==> config.mk <==
export PLATFORM = sky130hd
export DESIGN_NAME = team_08_game_controller_flat
export DESIGN_NICKNAME = d
export VERILOG_FILES = /design/src/rtl/team_08_pkg.sv /design/src/rtl/team_08_game_controller_if.sv /design/src/rtl/team_08_button_sync.sv /design/src/rtl/team_08_game_controller.sv /design/src/flat_wrapper.sv
export SDC_FILE = /design/constraint.sdc
export NUM_CORES = 1
export LEC_CHECK = 0
export ABC_AREA = 1
export CORE_UTILIZATION = 53
export DETAILED_ROUTE_END_ITERATION = 10
export PLACE_DENSITY = 0.79
export RECOVER_POWER = 50
export SYNTH_ARGS = -nofsm -noshare
export SYNTH_HDL_FRONTEND = slang
export SYNTH_HIERARCHICAL = 1
export SYNTH_SLANG_ARGS = --single-unit
==> constraint.sdc <==
create_clock -name clk -period 2.8 [get_ports clk]
set_input_delay 0.84 -clock clk [delete_from_list [all_inputs] [get_ports clk]]
set_output_delay 0.84 -clock clk [all_outputs]
set_load 0.01 [all_outputs]
==> src/rtl/team_08_pkg.sv <==
// rtl/team_08_pkg.sv - shared game state type and width helpers for the dino runner
package team_08_pkg;

    typedef enum logic [1:0] {
        IDLE = 2'd0,
        RUN  = 2'd1,
        OVER = 2'd2,
        WIN  = 2'd3
    } state_t;

    localparam int SCORE_W = 7;

    // Width that holds 0..max_val; never narrower than one bit so zero-valued parameters still elaborate.
    function automatic int cnt_w(input int max_val);
        return (max_val < 1) ? 1 : $clog2(max_val + 1);
    endfunction

endpackage

==> src/rtl/team_08_game_controller_if.sv <==
// rtl/team_08_game_controller_if.sv - game controller input events and game status outputs
interface team_08_game_controller_if;
    import team_08_pkg::*;

    logic               button_in;
    logic               frame_tick;
    logic               collision_detect;
    state_t             state;
    logic               game_reset;
    logic               run_en;
    logic [SCORE_W-1:0] score;
    logic [SCORE_W-1:0] high_score;

    modport slave (
        input  button_in,
        input  frame_tick,
        input  collision_detect,
        output state,
        output game_reset,
        output run_en,
        output score,
        output high_score
    );

    modport master (
        output button_in,
        output frame_tick,
        output collision_detect,
        input  state,
        input  game_reset,
        input  run_en,
        input  score,
        input  high_score
    );

endinterface

==> src/rtl/team_08_button_sync.sv <==
// rtl/team_08_button_sync.sv - button synchronizer with registered rising-edge pulse
module team_08_button_sync (
    input  logic clk,
    input  logic reset,
    input  logic button_in,
    output logic btn_pulse
);

    logic sync_1;
    logic sync_2;
    logic sync_2_d;

    always_ff @(posedge clk) begin
        if (reset) begin
            sync_1    <= 1'b0;
            sync_2    <= 1'b0;
            sync_2_d  <= 1'b0;
            btn_pulse <= 1'b0;
        end else begin
            sync_1    <= button_in;
            sync_2    <= sync_1;
            sync_2_d  <= sync_2;
            btn_pulse <= sync_2 & ~sync_2_d;
        end
    end

endmodule

==> src/rtl/team_08_game_controller.sv <==
// rtl/team_08_game_controller.sv - dino runner game sequencer: state, scoring, grace and end-screen hold
module team_08_game_controller
    import team_08_pkg::*;
#(
    parameter int WIN_SCORE        = 99,
    parameter int SCORE_TICKS      = 30,
    parameter int GRACE_FRAMES     = 16,
    parameter int OVER_HOLD_FRAMES = 60
) (
    input  logic                       clk,
    input  logic                       reset,
    team_08_game_controller_if.slave   bus
);

    localparam int TICK_W  = cnt_w(SCORE_TICKS);
    localparam int GRACE_W = cnt_w(GRACE_FRAMES);
    localparam int HOLD_W  = cnt_w(OVER_HOLD_FRAMES);

    localparam logic [TICK_W-1:0]  TICK_LAST  = TICK_W'(SCORE_TICKS - 1);
    localparam logic [GRACE_W-1:0] GRACE_INIT = GRACE_W'(GRACE_FRAMES);
    localparam logic [HOLD_W-1:0]  HOLD_INIT  = HOLD_W'(OVER_HOLD_FRAMES);
    localparam logic [SCORE_W-1:0] WIN_VAL    = SCORE_W'(WIN_SCORE);

    logic               btn_pulse;
    state_t             state_q;
    state_t             state_d;
    logic               game_reset_q;
    logic [SCORE_W-1:0] score_q;
    logic [SCORE_W-1:0] high_q;
    logic [TICK_W-1:0]  tick_cnt;
    logic [GRACE_W-1:0] grace_cnt;
    logic [HOLD_W-1:0]  hold_cnt;

    logic               tick_wrap;
    logic               collision_ok;
    logic               win_hit;
    logic [SCORE_W-1:0] score_inc;
    logic [SCORE_W-1:0] final_score;

    team_08_button_sync u_button_sync (
        .clk       (clk),
        .reset     (reset),
        .button_in (bus.button_in),
        .btn_pulse (btn_pulse)
    );

    always_comb begin
        tick_wrap    = bus.frame_tick && (tick_cnt == TICK_LAST);
        score_inc    = score_q + SCORE_W'(1);
        final_score  = tick_wrap ? score_inc : score_q;
        // The game_reset cycle is masked so a dino spawned on a cactus cannot lose instantly.
        collision_ok = bus.collision_detect && (grace_cnt == '0) && !game_reset_q;
        win_hit      = tick_wrap && (score_inc == WIN_VAL);

        state_d = state_q;
        case (state_q)
            IDLE:      state_d = btn_pulse ? RUN : IDLE;
            RUN: begin
                if (collision_ok)  state_d = OVER;
                else if (win_hit)  state_d = WIN;
            end
            OVER, WIN: begin
                if (btn_pulse && (hold_cnt == '0)) state_d = IDLE;
            end
            default:   state_d = IDLE;
        endcase
    end

    always_ff @(posedge clk) begin
        if (reset) begin
            state_q      <= IDLE;
            game_reset_q <= 1'b0;
            score_q      <= '0;
            high_q       <= '0;
            tick_cnt     <= '0;
            grace_cnt    <= '0;
            hold_cnt     <= '0;
        end else begin
            state_q      <= state_d;
            game_reset_q <= (state_q != RUN) && (state_d == RUN);
            case (state_q)
                IDLE: begin
                    if (state_d == RUN) begin
                        score_q   <= '0;
                        tick_cnt  <= '0;
                        grace_cnt <= GRACE_INIT;
                    end
                end
                RUN: begin
                    if (bus.frame_tick) begin
                        if (grace_cnt != '0) grace_cnt <= grace_cnt - GRACE_W'(1);
                        tick_cnt <= tick_wrap ? '0 : tick_cnt + TICK_W'(1);
                        if (tick_wrap) score_q <= score_inc;
                    end
                    if (state_d != RUN) begin
                        hold_cnt <= HOLD_INIT;
                        if (final_score > high_q) high_q <= final_score;
                    end
                end
                OVER, WIN: begin
                    if (bus.frame_tick && (hold_cnt != '0)) hold_cnt <= hold_cnt - HOLD_W'(1);
                end
                default: ;
            endcase
        end
    end

    assign bus.state      = state_q;
    assign bus.game_reset = game_reset_q;
    assign bus.run_en     = (state_q == RUN);
    assign bus.score      = score_q;
    assign bus.high_score = high_q;

endmodule

==> src/flat_wrapper.sv <==
// flat-port wrapper written by rule: the top's interface ports become plain ports
module team_08_game_controller_flat import team_08_pkg::*;
#(
    parameter int WIN_SCORE        = 99,
    parameter int SCORE_TICKS      = 30,
    parameter int GRACE_FRAMES     = 16,
    parameter int OVER_HOLD_FRAMES = 60
)
  (clk, reset, bus_button_in, bus_frame_tick, bus_collision_detect, bus_state, bus_game_reset, bus_run_en, bus_score, bus_high_score);
  team_08_game_controller_if bus_i ();
  input  logic clk;
  input  logic reset;
  input wire logic [$bits(bus_i.button_in)-1:0] bus_button_in;
  input wire logic [$bits(bus_i.frame_tick)-1:0] bus_frame_tick;
  input wire logic [$bits(bus_i.collision_detect)-1:0] bus_collision_detect;
  output wire logic [$bits(bus_i.state)-1:0] bus_state;
  output wire logic [$bits(bus_i.game_reset)-1:0] bus_game_reset;
  output wire logic [$bits(bus_i.run_en)-1:0] bus_run_en;
  output wire logic [$bits(bus_i.score)-1:0] bus_score;
  output wire logic [$bits(bus_i.high_score)-1:0] bus_high_score;
  assign bus_i.button_in = bus_button_in;
  assign bus_i.frame_tick = bus_frame_tick;
  assign bus_i.collision_detect = bus_collision_detect;
  assign bus_state = bus_i.state;
  assign bus_game_reset = bus_i.game_reset;
  assign bus_run_en = bus_i.run_en;
  assign bus_score = bus_i.score;
  assign bus_high_score = bus_i.high_score;
  team_08_game_controller #(.WIN_SCORE(WIN_SCORE), .SCORE_TICKS(SCORE_TICKS), .GRACE_FRAMES(GRACE_FRAMES), .OVER_HOLD_FRAMES(OVER_HOLD_FRAMES)) u_core (.clk(clk), .reset(reset), .bus(bus_i));
endmodule
# [After elaboration in Yosys (flattened, before gate mapping)]
# Index checks and enable logic that the tools add are counted.
[totals] input_bits=5 output_inout_bits=18 regBits=37
[op_classes] n_bitwise=2 add_sub_neg=4 n_reduce_logical=20 eq_ne=13 mux=20 n_lt_le_gt_ge=1
[ops] cell="$mux W5" n=6
[ops] cell="$mux W7" n=3
[ops] cell="$pmux W5 S2" n=2
[ops] cell="$pmux W7 S2" n=1
[ops] cell="$mux W6" n=2
[ops] cell="$ne A2 B1 Y1 const B" n=6
[ops] cell="$pmux W6 S2" n=1
[ops] cell="$reduce_and A3 Y1" n=3
[ops] cell="$add A7 B1 Y7 const B" n=1
[ops] cell="$eq A7 B7 Y1 const B" n=1
[ops] cell="$gt A7 B7 Y1" n=1
[ops] cell="$logic_and A1 B1 Y1" n=7
[ops] cell="$logic_not A6 Y1" n=1
[ops] cell="$mux W2" n=3
[ops] cell="$pmux W2 S3" n=1
[ops] cell="$reduce_bool A6 Y1" n=1
[ops] cell="$sub A6 B1 Y6 const B" n=1
[ops] cell="$add A5 B1 Y5 const B" n=1
[ops] cell="$eq A5 B5 Y1 const B" n=1
[ops] cell="$logic_not A5 Y1" n=1
[ops] cell="$reduce_bool A5 Y1" n=1
[ops] cell="$sub A5 B1 Y5 const B" n=1
[ops] cell="$eq A2 B1 Y1 const B" n=2
[ops] cell="$eq A2 B2 Y1 const B" n=2
[ops] cell="9 further kinds" n=10

# [Logic depth before layout (Yosys ltp)]
# Gate-level depths: netlist of run 1.
[depth] word_depth=9 mapped_depth=17 depth_no_buf=16

# [By module]
# Netlist of run 1, hierarchy kept.
[by_module_without_submodules] mod="team_08_game_controller" area_per_inst_um2=1950.6 cells_per_inst=284 n_inst=1 seq_area_each_um2=660.6
[by_module_without_submodules] mod="team_08_button_sync" area_per_inst_um2=115.1 cells_per_inst=12 n_inst=1 seq_area_each_um2=80.1

# [Worst setup path after synthesis of run 1]
# OpenSTA, ideal clock, no wires.
[synth_path] path_type="in2reg" startpoint="input port bus_frame_tick" endpoint="register u_core.high_q[5] (netlist: u_core/bus.high_score[5])" path_buffers=1 stages=13 setup_ns=0.113 path_slack_ns=0.142 arrival_time_ns=2.545 cell_sequence="nand2_1 -> nor2_4 -> inv_1 -> nand2_1 -> o21ai_0 -> ha_1 -> nand2_1 -> o21a_1 -> a21oi_1 -> nand3_4 -> buf_6 -> nor2_1 -> nor2_1"
[synth_rtl] element="start, declared" line="flat_wrapper.sv:14" source="input wire logic [$bits(bus_i.frame_tick)-1:0] bus_frame_tick;"
[synth_rtl] element="$logic_and A1 B1 Y1" line="team_08_game_controller.sv:48" source="tick_wrap = bus.frame_tick && (tick_cnt == TICK_LAST);"
[synth_rtl] element="$mux W7"
[synth_rtl] element="net u_core.final_score[6]" line="team_08_game_controller.sv:38" source="logic [SCORE_W-1:0] final_score;"
[synth_rtl] element="$gt A7 B7 Y1" line="team_08_game_controller.sv:97" source="if (final_score > high_q) high_q <= final_score;"
[synth_rtl] element="$reduce_and A3 Y1 (no line)"
[synth_rtl] element="end signal, assigned" line="team_08_game_controller.sv:97"
[synth_rtl] element="end, declared" line="team_08_game_controller.sv:29" source="logic [SCORE_W-1:0] high_q;"
# The timed path passes the listed nets, and every way through them passes these cells.
# A chain may end at the register's enable or synchronous reset.

# [Worst setup path after layout of run 1]
[layout_path] startpoint="register u_core.score_q[1] (netlist: u_core/bus.score[1])" endpoint="register u_core.high_q[3] (netlist: u_core/bus.high_score[3])"
[layout_rtl] element="start, declared" line="team_08_game_controller.sv:28" source="logic [SCORE_W-1:0] score_q;"
[layout_rtl] element="start signal, assigned" line="team_08_game_controller.sv:93" source="if (tick_wrap) score_q <= score_inc;"
[layout_rtl] element="$add A7 B1 Y7" line="team_08_game_controller.sv:49" source="score_inc = score_q + SCORE_W'(1);"
[layout_rtl] element="$mux W7"
[layout_rtl] element="net u_core.final_score[6]" line="team_08_game_controller.sv:38"
[layout_rtl] element="$gt A7 B7 Y1" line="team_08_game_controller.sv:97"
[layout_rtl] element="$reduce_and A3 Y1 (no line)"
# The timed path passes the listed nets, and every way through them passes these cells.

==> results.md, run 1 <==
- Worst skew pair latency: about 0.29 ns
- Reg clk slew, reported paths: roughly 0.080 ns
- Skew final: 0.00889 ns
- Worst path buffer plus inverter count: 0
- Worst vdd ir: 0.402 mV
- Fmax: 384 MHz
- Gr ovfl total: 0
- Core box area: 3690 sq um
- Max clock buf depth: 2
- DRT antenna net count: 0
- Fin Setup TNS: 0 ns
- Iter 0 DRT Violations: 149
- Via density: roughly 5.1
- Slew Limit Fails: 0
- Post-place setup slack: -0.442 ns
- Final setup margin: 0.193 ns
- Cell taking the most area after synthesis: dfxtp_1
- H-tree depth: 2
- Period utilization: 93.1%
- Fillers: 316
- Drt first pass iters: 4
- Worst path cell trace: ha_1, nand2_2, nor2_1, nand2_1, nand2_1, nand2_1, o21ai_1, ha_1, nand2_1, nor2_1, nand2_1, a21oi_4, nand3_4, nor2_1, nor2_1
- Mapped Nets: 315
- Critical path launch point type: flop
- Chip Height: 64.4 um
- Final Cell Area: 2590 sq um
- Slew @ Worst Pin: 0.640 ns
- Slowest-stage cell, CP: dfxtp_1
- Hold Vio Cnt, Final: 0
- I/O pin count: 23
- Mapped Cells: 296
- CTS sink cnt: 37
- DP Area: 2430 sq um
- Most used DFF post-synth: dfxtp_1
- Max_cap viols: 0
- Worst path depth: 15
- CP most frequent cell: nand2_1
- Synth top cells by count: nand2_1 (70), dfxtp_1 (37), inv_1 (37), nor2_1 (33), a21oi_1 (24)
- Number of I/O port buffers: 22
- Avg Inst Size Synth: 6.98 sq um
- Post-Syn Area: around 2100 sq um
- Critical Path AT: 2.80 ns
- Count leader, synth: nand2_1
- Status: complete, no violations
- WHS Path Cells: 1
- Synth top area share: 35.9%
- Number of antenna violations at the first check in global routing: 0
- Leak: roughly 1.1 nW
- Reg2Reg Depth: 15
- Post-synth EDFFs: 0
- Synth top area cells: dfxtp_1 (36%), nand2_1 (13%), ha_1 (8.5%)
- Diodes inserted: 0
- Setup violators final: 0
- HPWL after DPL: around 3.3 mm
- Detailed Route WL: 4.59 mm
- Area Growth Syn to Fin: 25.6%
- Critical Path End Type: flop
- Largest net degree at the start of global routing: 17
- TritonCTS Buffers: 5
- Yosys cell types: 33
- CTS tree: done
- Placer Congestion: approximately 0.92
- Pwr dens: 437 nW/um^2
- Layout cells sized above 1: 13.3%
- Max transition margin: between 50% and 60%
- # DRC: 0
- First-pass GRT wire length: 7.85 mm
- CTS root buf: clkbuf_8
- Row Count: 22
- Top Family by Delay on Critical Path: simple AND/OR/NAND/NOR gates
- Minimum clock period: around 2.6 ns
- Die area: 4150 sq um
- Placed insts: approximately 380
- Starting density of the core: ~56%
- WL/cell: 11.9 um
- Register area share after synthesis: 35.9%
- Worst-path fanout max: 7
- Worst hold path type: flop to flop
- Critical path type: flop to flop
- Ys async rst share: 0%
- Fin cells: 386
- GRT Total Usage: 24.5%
- Register bit total from synthesis: 37
- Die Span X: 64.4 um
- Synth warn: 6
- Crit path largest cell delay: 0.46 ns
- WP data required: 2.99 ns
- Vias: 1,976
- Vias in the first global route: 1,818
- Nets: between 300 and 400
- Hold_ws: around 0.40 ns
-- what timing repair did --
action / 4_1_cts / 5_1_grt
resized for setup: 10 / 8
hold buffers: 0 / 0
gates cloned: 1 / 0
setup endpoints to repair: 7 / 7
pin swaps: 4 / 6
buffers inserted: 1 / 1
endpoints found under the hold margin: 0 / 0
-- power by group --
group / total [W] / switching, W / internal, W
clock network: 0.000389 / 0.000190 / 0.000199
logic: 0.000186 / 0.000108 / 0.0000777
registers: 0.000559 / 0.0000157 / 0.000543
-- logic make-up (layout without fill, tap and decap cells) --
logic type | after synthesis | in the layout | share of synthesized area [%]
buf+inv | 45 | 86 | 8.78
fa+ha+maj | 14 | 14 | 8.48
xor+xnor | 4 | 4 | 1.70
flops | 37 | 37 | 35.9
simple gates | 147 | 148 | 32.5
compound gates | 49 | 49 | 12.7
-- area by class of cell --
type | instances | area [sq um] | share of cell area, %
inverter | 38 | 143 | 5.50
tap | 48 | 60.1 | 2.32
timing repair buffer | 40 | 354 | 13.7
clock buffer | 6 | 82.6 | 3.18
clock inverter | 2 | 13.8 | 0.531
multi-input combinational | 215 | 1200 | 46.3
sequential | 37 | 741 | 28.6
-- path summary, 6_finish.rpt --
check	start	to	slack, ns
max	u_core/bus.score[1]	u_core/bus.high_score[3]	0.19
min	u_core/u_button_sync/sync_2_d	u_core/u_button_sync/btn_pulse	0.40
max reg2reg	u_core/bus.score[1]	u_core/bus.high_score[3]	0.19
min reg2reg	u_core/u_button_sync/sync_2_d	u_core/u_button_sync/btn_pulse	0.40
-- state kept, by name, summed over array words and instances, names as in the netlist --
register and flops:
u_core/u_button_sync/sync_1 1, u_core/grace_cnt 5, u_core/u_button_sync/sync_2 1, u_core/bus.state 2, u_core/bus.high_score 7, u_core/u_button_sync/sync_2_d 1, u_core/tick_cnt 5, u_core/bus.score 7
u_core/hold_cnt 6, u_core/bus.game_reset 1, u_core/u_button_sync/btn_pulse 1
-- cells in the final DEF (no fill, tap or decap), types with 2 or more instances in the layout --
| master | instances |
|---|---|
| a211oi_1 | 2 |
| a21oi_1 | 23 |
| a31oi_1 | 2 |
| buf_4 | 15 |
| clkbuf_1 | 2 |
| clkbuf_8 | 6 |
| clkdlybuf4s50_1 | 15 |
| dfxtp_1 | 37 |
| dlygate4sd3_1 | 6 |
| ha_1 | 13 |
| inv_1 | 36 |
| nand2_1 | 69 |
| nand2_2 | 5 |
| nand3_1 | 18 |
| nand3_2 | 2 |
| nand3_4 | 2 |
| nand4_1 | 3 |
| nor2_1 | 30 |
| nor2_2 | 4 |
| nor3_1 | 7 |
| o21a_1 | 2 |
| o21ai_0 | 11 |
| o21ai_1 | 6 |
| or2_2 | 2 |
| xor2_1 | 4 |
-- metal layers --
layer | track usage (%) | wire length [um]
met3 | 6.34 | 232
met4 | 11.1 | 108
met2 | 38.9 | 2080
met1 | 31.0 | 2170
met5 | 0 | 0
-- metrics by stage --
step                power, W  utilization [%]
finish               0.00113             70.3
global route         0.00119             70.3
CTS                  0.00115             70.0
detailed placement  0.000734             65.8
global placement    0.000731             65.8
floorplan           0.000675                -
No activity file was read; power rests on OpenSTA's default activity.
==> inputs of run 2 (changes only) <==
--- a/config.mk
+++ b/config.mk
@@ -10,6 +10,7 @@
 export DETAILED_ROUTE_END_ITERATION = 10
 export PLACE_DENSITY = 0.79
 export RECOVER_POWER = 50
+export SETUP_SLACK_MARGIN = 0.02
 export SYNTH_ARGS = -nofsm -noshare
 export SYNTH_HDL_FRONTEND = slang
 export SYNTH_HIERARCHICAL = 1
==> results.md, run 2 (synthesis gave the netlist of run 1 again) <==
- Status: complete, no violations
- DRT antenna net count: 0 (unchanged)
- Gr ovfl total: 0 (unchanged)
- Chip Height: 64.4 um (unchanged)
- Reg clk slew, reported paths: 0.08 ns (about the same)
- Critical path launch point type: flop
- Slew @ Worst Pin: 0.640 ns (unchanged)
- # DRC: 0 (unchanged)
- Layout cells sized above 1: 13.3% (unchanged)
- Skew final: 0.00889 ns (+0.0000000300 ns)
- Final Cell Area: 2590 sq um (unchanged)
- Core box area: 3690 sq um (unchanged)
- Critical path type: flop to flop
- Slew Limit Fails: 0 (unchanged)
- Util after Layout: 70.3% (unchanged)
- Design Power: 0.00113 W (about the same)
- CTS root buf: clkbuf_8
- Row Count: 22 (unchanged)
- Max clock buf depth: 2 (unchanged)
- Worst R2R Start: u_core/bus.score[1]
- Die Span X: 64.4 um (unchanged)
- Worst Hold End: u_core/u_button_sync/btn_pulse
- Placed insts: 375 (unchanged)
- Crit path largest cell delay: 0.46 ns (about the same)
- WP data required: 2.99 ns (about the same)
- CP most frequent cell: nand2_1
- Max transition margin: 57.2% (unchanged)
- TritonCTS Buffers: 5 (unchanged)
- Hold Vio Cnt, Final: 0 (unchanged)
- WHS Path Cells: 1 (unchanged)
- Vias: 1,971 (-0.25%)
- Placer Congestion: 0.924 (unchanged)
- Hold_ws: 0.404 ns (unchanged)
- Most common library cell in the layout ignoring fill and taps: nand2_1
- Met1 WL: 2.17 mm (-0.23%)
- Vias in the first global route: 1,817 (-0.055%)
- Worst hold path type: flop to flop
- Critical Path End Type: flop
- Hold path startpoint: u_core/u_button_sync/sync_2_d
- Diodes inserted: 0 (unchanged)
- Number of I/O port buffers: 22 (unchanged)
- Slowest-stage cell, CP: dfxtp_1
- Via density: 5.11 (-0.25%)
- Nets: 356 (unchanged)
- Number of antenna violations at the first check in global routing: 0 (unchanged)
- CTS sink cnt: 37 (unchanged)
- Minimum clock period: 2.60 ns (-0.00307 ns)
- WL/cell: 11.9 um (about the same)
- Iter 0 DRT Violations: 149 (unchanged)
- R2R Setup Slk: 0.20 ns (about the same)
- Largest net degree at the start of global routing: 17 (unchanged)
- CTS tree: done
- Period utilization: 93.0% (-0.11 points)
- DP Area: 2430 sq um (unchanged)
- Top layer in use: met4
- Worst path buffer plus inverter count: 0 (unchanged)
- Fmax: 384 MHz (+0.12%)
- Drt first pass iters: 4 (unchanged)
- Top Family by Delay on Critical Path: simple AND/OR/NAND/NOR gates
- Starting density of the core: 56.0% (unchanged)
- First-pass GRT wire length: 7.85 mm (unchanged)
- Worst vdd ir: 0.402 mV (about the same)
- FF-to-FF End: u_core/bus.high_score[3]
- Worst skew pair latency: 0.29 ns (about the same)
- DR WL met3: 233 um (+0.43%)
- Detailed Route WL: 4.59 mm (about the same)
- Area Growth Syn to Fin: 25.6% (unchanged)
- Cts hold-fix bufs: 0 (unchanged)
- Max_cap viols: 0 (unchanged)
- Leak: 1.13 nW (unchanged)
- Pwr dens: 437 nW/um^2 (about the same)
- Die area: 4150 sq um (unchanged)
- Worst path cell trace: ha_1, nand2_2, nor2_1, nand2_1, nand2_1, nand2_1, o21ai_1, ha_1, nand2_1, nor2_1, nand2_1, a21oi_4, nand3_4, nor2_1, nor2_1
- Reg2Reg Depth: 15 (unchanged)
- Fin cells: 386 (unchanged)
- Metal2 WL: 2.08 mm (about the same)
- I/O pin count: 23 (unchanged)
- H-tree depth: 2 (unchanged)
- Critical Path AT: 2.80 ns (about the same)
- Worst-path fanout max: 7 (unchanged)
- Setup violators final: 0 (unchanged)
- GRT Total Usage: 24.5% (unchanged)
- Most frequent cells in the layout: nand2_1 (69), dfxtp_1 (37), inv_1 (36)
- HPWL after DPL: 3.26 mm (unchanged)
run 2: cell counts in the layout (fill, tap and decap cells not counted):
Identical to the previous run, type by type.
run 2: power breakdown:
part	internal [W]	total [W]	switching (W)
logic	0.0000777	0.000186	0.000108
clock network	0.000199	0.000389	0.000190
registers	0.000543	0.000559	0.0000158
total	0.000820	0.00113	0.000314
run 2: stage by stage:
step	worst slack [ns]	setup TNS (ns)
finish	0.196	0
global route	-0.0127	-0.0198
CTS	0.0269	0
detailed placement	-0.442	-2.97
global placement	-0.380	-2.62
floorplan	0.142	0
run 2: layer usage:
metal,vias to the layer above,GRT usage (%)
met5,-,0
met4,0,11.1
met3,8,6.34
li1,1040,-
met2,41,38.9
met1,882,31.0
run 2: timing repair:
item	in CTS	in global routing
pin swaps	6	5
setup endpoints to repair	7	7
setup buffers	1	1
resized for setup	11	7
gates cloned	1	0
run 2: how the worst max path moves through the flow:
stage                        startpoint                  endpoint  slack, ns  cells after the start
floorplan                bus_frame_tick  u_core/bus.high_score[5]       0.14                     13
finish              u_core/bus.score[1]  u_core/bus.high_score[3]       0.20                     15
global route        u_core/bus.score[1]  u_core/bus.high_score[4]      -0.01                     16
global placement         bus_frame_tick  u_core/bus.high_score[1]      -0.38                     14
detailed placement       bus_frame_tick  u_core/bus.high_score[5]      -0.44                     15
CTS                      bus_frame_tick  u_core/bus.high_score[3]       0.03                     14
run 2: final cells by class:
| cell class | instances | area, sq um |
|---|---|---|
| multi-input combinational | 215 | 1200 |
| fill | 316 | 1090 |
| sequential | 37 | 741 |
| timing repair buffer | 40 | 354 |
| inverter | 38 | 143 |
| clock buffer | 6 | 82.6 |
| tap | 48 | 60.1 |
| clock inverter | 2 | 13.8 |
